File: src/rtl/uart_pkg.sv
// Shared line convention and state encoding for the uart_tx / uart_rx pair.
// Line: idle low, start high, data bits inverted LSB first, stop low.
package uart_pkg;

    typedef enum logic [2:0] {
        IDLE  = 3'd0,
        ARM   = 3'd1,
        START = 3'd2,
        DATA  = 3'd3,
        STOP  = 3'd4
    } uart_state_e;

    localparam logic LINE_IDLE  = 1'b0;
    localparam logic LINE_START = 1'b1;
    localparam logic LINE_STOP  = LINE_IDLE;

    // Data bits travel inverted; the receiver applies the same function to recover them.
    function automatic logic line_bit(input logic d);
        return ~d;
    endfunction

endpackage

File: src/rtl/uart_bit_timer.sv
// Oversample strobe counter: counts samp_clk strobes while enabled and flags
// the strobe on which the count wraps, i.e. the end of one bit period.
module uart_bit_timer #(
    parameter int Oversample = 3
) (
    input  logic i_clk,
    input  logic i_reset,
    input  logic i_clr,
    input  logic i_en,
    input  logic i_samp,
    output logic o_period_end
);

    logic [Oversample-1:0] r_ticks;

    always_ff @(posedge i_clk) begin
        if (i_reset || i_clr) begin
            r_ticks <= '0;
        end else if (i_en && i_samp) begin
            r_ticks <= r_ticks + 1'b1;
        end
    end

    assign o_period_end = i_en && i_samp && (r_ticks == '1);

endmodule

File: src/rtl/uart_tx.sv
// Serial transmitter, one byte per valid/ready handshake, bit timing from samp_clk.
// Optional UART_TX_HOLD_EN adds a one-byte holding register for back-to-back frames.
module uart_tx
    import uart_pkg::*;
#(
    parameter int Oversample = 3,
    parameter int StopBits   = 1
) (
    input  logic       ref_clk,
    input  logic       reset,
    input  logic       samp_clk,
    input  logic [7:0] in,
    input  logic       valid,
    output logic       ready,
    output logic       busy,
    output logic       bit_clk,
    output logic       out
);

    uart_state_e r_state;
    uart_state_e w_state_nxt;
    logic [7:0]  r_shift;
    logic [2:0]  r_bitcnt;
    logic        r_stopcnt;
    logic        r_out;
    logic        r_bit_clk;
    logic        w_out_nxt;
    logic        w_bit_clk_nxt;

    logic        w_accept;
    logic        w_timing;
    logic        w_period_end;
    logic        w_last_stop;
    logic        w_frame_end;
    logic        w_idle_load;
    logic        w_launch_hold;
    logic [7:0]  w_load_byte;

    assign w_accept    = valid && ready;
    assign w_timing    = (r_state == START) || (r_state == DATA) || (r_state == STOP);
    assign w_last_stop = (StopBits == 1) ? 1'b1 : r_stopcnt;
    assign w_frame_end = (r_state == STOP) && w_period_end && w_last_stop;
    assign busy        = (r_state != IDLE);
    assign bit_clk     = r_bit_clk;
    assign out         = r_out;

`ifdef UART_TX_HOLD_EN
    logic [7:0] r_hold;
    logic       r_hold_full;
    logic       w_hold_fill;
    logic       w_hold_take;

    assign ready         = ~r_hold_full;
    assign w_launch_hold = r_hold_full;
    assign w_idle_load   = r_hold_full || w_accept;
    assign w_load_byte   = r_hold_full ? r_hold : in;
    // Bytes accepted outside IDLE park in hold; a fill on the take edge wins and refills it.
    assign w_hold_fill   = w_accept && (r_state != IDLE);
    assign w_hold_take   = r_hold_full && (((r_state == IDLE)) || w_frame_end);

    always_ff @(posedge ref_clk) begin
        if (reset) begin
            r_hold      <= '0;
            r_hold_full <= 1'b0;
        end else if (w_hold_fill) begin
            r_hold      <= in;
            r_hold_full <= 1'b1;
        end else if (w_hold_take) begin
            r_hold_full <= 1'b0;
        end
    end
`else
    assign ready         = (r_state == IDLE);
    assign w_launch_hold = 1'b0;
    assign w_idle_load   = w_accept;
    assign w_load_byte   = in;
`endif

    // Counter held clear through IDLE/ARM so the start-bit strobe is tick 0.
    uart_bit_timer #(.Oversample(Oversample)) u_timer (
        .i_clk        (ref_clk),
        .i_reset      (reset),
        .i_clr        (~w_timing),
        .i_en         (w_timing),
        .i_samp       (samp_clk),
        .o_period_end (w_period_end)
    );

    always_ff @(posedge ref_clk) begin
        if (reset) begin
            r_state <= IDLE;
        end else begin
            r_state <= w_state_nxt;
        end
    end

    always_comb begin
        w_state_nxt = r_state;
        case (r_state)
            IDLE:    if (w_idle_load) w_state_nxt = ARM;
            ARM:     if (samp_clk) w_state_nxt = START;
            START:   if (w_period_end) w_state_nxt = DATA;
            DATA:    if (w_period_end && (r_bitcnt == 3'd7)) w_state_nxt = STOP;
            STOP:    if (w_frame_end) w_state_nxt = w_launch_hold ? START : IDLE;
            default: w_state_nxt = IDLE;
        endcase
    end

    always_comb begin
        w_out_nxt     = r_out;
        w_bit_clk_nxt = 1'b0;
        case (r_state)
            IDLE: w_out_nxt = LINE_IDLE;
            ARM: begin
                if (samp_clk) begin
                    w_out_nxt     = LINE_START;
                    w_bit_clk_nxt = 1'b1;
                end
            end
            START: begin
                if (w_period_end) begin
                    w_out_nxt     = line_bit(r_shift[0]);
                    w_bit_clk_nxt = 1'b1;
                end
            end
            DATA: begin
                if (w_period_end) begin
                    w_out_nxt     = (r_bitcnt == 3'd7) ? LINE_STOP : line_bit(r_shift[1]);
                    w_bit_clk_nxt = 1'b1;
                end
            end
            STOP: begin
                if (w_frame_end) begin
                    w_out_nxt     = w_launch_hold ? LINE_START : LINE_IDLE;
                    w_bit_clk_nxt = 1'b1;
                end
            end
            default: w_out_nxt = LINE_IDLE;
        endcase
    end

    always_ff @(posedge ref_clk) begin
        if (reset) begin
            r_out     <= LINE_IDLE;
            r_bit_clk <= 1'b0;
            r_shift   <= '0;
            r_bitcnt  <= '0;
            r_stopcnt <= 1'b0;
        end else begin
            r_out     <= w_out_nxt;
            r_bit_clk <= w_bit_clk_nxt;
            case (r_state)
                IDLE: if (w_idle_load) r_shift <= w_load_byte;
                START: if (w_period_end) r_bitcnt <= '0;
                DATA: begin
                    if (w_period_end) begin
                        r_shift   <= r_shift >> 1;
                        r_bitcnt  <= r_bitcnt + 1'b1;
                        r_stopcnt <= 1'b0;
                    end
                end
                STOP: begin
                    if (w_period_end) begin
                        r_stopcnt <= r_stopcnt + 1'b1;
                        if (w_frame_end && w_launch_hold) r_shift <= w_load_byte;
                    end
                end
                default: ;
            endcase
        end
    end

endmodule

File: config.mk
export PLATFORM = sky130hd
export DESIGN_NAME = uart_tx
export DESIGN_NICKNAME = d
export VERILOG_FILES = /design/src/rtl/uart_pkg.sv /design/src/rtl/uart_bit_timer.sv /design/src/rtl/uart_tx.sv
export SDC_FILE = /design/constraint.sdc
export NUM_CORES = 1
export LEC_CHECK = 0
export CORE_AREA = 3 3 50 52
export DETAILED_ROUTE_END_ITERATION = 8
export DIE_AREA = 0 0 53 55
export DONT_BUFFER_PORTS = 1
export GPL_TIMING_DRIVEN = 0
export PLACE_DENSITY_LB_ADDON = 0.2
export SETUP_SLACK_MARGIN = 0.1
export SLEW_MARGIN = 5
export SYNTH_ARGS = -nofsm -noshare
export SYNTH_HDL_FRONTEND = slang
export SYNTH_SLANG_ARGS = --single-unit
File: constraint.sdc
create_clock -name ref_clk -period 5.1 [get_ports ref_clk]
set_clock_uncertainty 0.2 [all_clocks]
set_input_delay 0.255 -clock ref_clk [delete_from_list [all_inputs] [get_ports ref_clk]]
set_output_delay 0.255 -clock ref_clk [all_outputs]
set_load 0.005 [all_outputs]
==> flow_metrics.tcl <==
set metrics [dict create \
    ctsResizeCount 0 \
    dr.pass1.iters 4 \
    worstSkewPairLatency_ns 0.30 \
    min-delay-start "samp_clk" \
    num_vias 995 \
    clk_path_buf_depth 2 \
    syn_to_final_growth_pct 13.5 \
    cts_setup_buffers 0 \
    numCtsBuffers 3 \
    ys_warn_count 0 \
    avgSynthCellArea_um2 8.98 \
    ff2ff_setup_slack_ns 3.00 \
    status "finished clean" \
    leakagePower_uw 0.000503 \
    place_inst 153 \
    drive_gt1_share_pct 13.8 \
    final_cell_mix "dfxtp_1 (19), a211oi_1 (12), dlygate4sd3_1 (9), nand3_1 (8), nand2_1 (8)" \
    hold_class "input port to register" \
    fin_cells 166 \
    design.core.area_um2 2150 \
    antenna_cells 0 \
    syn_nets 141 \
    pwr_density_cell_nw_per_um2 237 \
    design.portCount 16 \
    first_iter_violations 21 \
    synthArstFlopShare_pct 0 \
    vdd_ir_drop_max_v 0.000201 \
    hold_path_depth 3 \
    fp-row-count 17 \
    antenna_found_initial 0 \
    syn_inst 125 \
    route.detailed.drc 0 \
    dieArea_um2 2920 \
    max_slew.worst_pin.slew_ns 0.472 \
    die_w_um 53 \
    synth_edf_count 0 \
    fin_crit_ns 2.10 \
    drv_slew 0 \
    whs_endpoint "out$_SDFFE_PP0P_" \
    grt_max_degree 11 \
    synth-main-ff-cell "dfxtp_1" \
    syn_area_um2 1120 \
    drtAntennaViolNets 0 \
    cts_tree "yes" \
    clk_pin_slew_worst_paths_ns 0.11 \
    grt_use_total_pct 19.1 \
    mostFrequentLayoutCell "dfxtp_1" \
    rr_worst_depth 6 \
    ys_seq_elements 19 \
    hold_ws_ns 0.0768 \
    wl_per_cell_um 14.8 \
    worstSetupStartpointType "register" \
    dpl.hpwl_um 1750 \
    design_area_um2 1270 \
    maxCapViolCount 0 \
    endpoint_kind "register" \
    synth_seq_area_share_pct 33.9 \
    grt_pass1_vias 916 \
    place_area_um2 1160 \
    finalHoldViolations 0 \
    io_buffers 0 \
    timing.fmax_ghz 0.476 \
    cts_root_buf "clkbuf_4" \
    rsz0062_at_grt "no" \
    place.gp.congestion 0.773 \
    setup_viol 0 \
    fin_nets 155 \
    grt_pass1_wl_um 4020 \
    die_h_um 55 \
    period_share_pct 41.2 \
    gr-total-overflow 0 \
    start_util_pct 52.2 \
    ys_types 43 \
    critPathKind "register to register" \
    worstReg2RegStart "r_state[2]$_SDFFE_PP0P_" \
    cts.sinks 19 \
    slew_headroom_pct 68.5 \
    arrival_ns 2.15 \
    cts_max_level 1 \
    worstReg2RegEnd "r_shift[7]$_SDFFE_PP0P_" \
    avgViaCountPerCell 5.99 \
    critPathRequiredTime_ns 5.15 \
    cp_max_fo 10 \
    fin_tns_setup_ns 0 \
    routed_wl_um 2460 \
]
## cells by family (layout without fill, tap and decap cells)
kind of cell / after synthesis / count (layout) / share of synthesized area [%]
buf+inv: 16 / 29 / 8.80
fa+ha+maj: 4 / 4 / 4.46
flops: 19 / 19 / 33.9
compound gates: 38 / 38 / 24.9
simple gates: 43 / 43 / 23.7
xor+xnor: 2 / 2 / 1.56
mux: 3 / 3 / 2.68
## area by class of cell
cell class                 count  area (um^2)
buffer                        14         91.3
clock buffer                   4         26.3
fill                         200          875
inverter                       2         7.51
multi-input combinational     90          643
sequential                    19          380
tap                           28         35.0
timing repair buffer           9         90.1
## state kept, by name, indices dropped and copies added, names as in the netlist
| register | cells |
|---|---|
| u_timer.r_ticks | 3 |
| bit_clk | 1 |
| r_state | 3 |
| r_shift | 8 |
| r_bitcnt | 3 |
| out | 1 |
## cells in the mapped netlist, types with 2 or more instances
master | n | area, um^2
nor2_1 | 4 | 15.0
nor4b_1 | 2 | 17.5
mux2i_1 | 3 | 30.0
nand3b_1 | 2 | 15.0
o21ai_0 | 3 | 15.0
o21ai_1 | 3 | 15.0
nand2_1 | 8 | 30.0
buf_4 | 2 | 15.0
nand2b_1 | 5 | 31.3
buf_2 | 7 | 35.0
nor2b_1 | 3 | 18.8
ha_1 | 4 | 50.1
nand3_1 | 8 | 40.0
dfxtp_1 | 19 | 380
a211oi_1 | 12 | 90.1
a21oi_1 | 6 | 30.0
buf_6 | 3 | 33.8
a311oi_1 | 6 | 52.6
## worst max-delay path: stages, from the launching register on
cell	delay (ns)
dfxtp_1	0.32
buf_6	0.13
buf_2	0.18
nor3_1	0.39
nand4b_1	0.15
dlygate4sd3_1	0.59
o21ai_1	0.08
## metal layers
metal	routed length (um)	up-vias	GRT usage, %
met1	1160	476	22.7
met4	45	0	8.94
met3	70	5	2.95
li1	-	499	-
met5	0	-	0
met2	1190	15	33.9
## per-stage QoR
step / total power (uW) / setup slack (ns) / utilization, %
floorplan: 209 / 3.31 / -
global placement: 218 / 3.21 / 53.9
detailed placement: 220 / 3.20 / 53.9
CTS: 302 / 2.99 / 59.3
global route: 316 / 2.84 / 59.3
finish: 302 / 3.00 / 59.3
## how the worst max path moves through the flow
stage,from,to
2_1_floorplan,u_timer.r_ticks[0]$_SDFFE_PP0P_,r_shift[0]$_SDFFE_PP0P_
3_3_place_gp,u_timer.r_ticks[0]$_SDFFE_PP0P_,r_shift[2]$_SDFFE_PP0P_
3_5_place_dp,u_timer.r_ticks[0]$_SDFFE_PP0P_,r_shift[2]$_SDFFE_PP0P_
4_1_cts,r_state[2]$_SDFFE_PP0P_,r_shift[7]$_SDFFE_PP0P_
5_1_grt,r_state[2]$_SDFFE_PP0P_,r_shift[7]$_SDFFE_PP0P_
6_report,r_state[2]$_SDFFE_PP0P_,r_shift[7]$_SDFFE_PP0P_
## where the power goes
group / leakage (uW) / total, uW / switching, uW / internal [uW]
Combinational: 0.000333 / 61.1 / 33.7 / 27.4
Clock: 0.0000150 / 79.0 / 48.4 / 30.5
Sequential: 0.000155 / 162 / 4.49 / 157
Total: 0.000503 / 302 / 86.7 / 215
## what timing repair did
item | in CTS | in global routing
endpoints found under the setup margin | 0 | 0
hold endpoints to repair | 8 | 0
hold buffers | 9 | 0
Note: power is estimated with default switching activity, not from simulation.
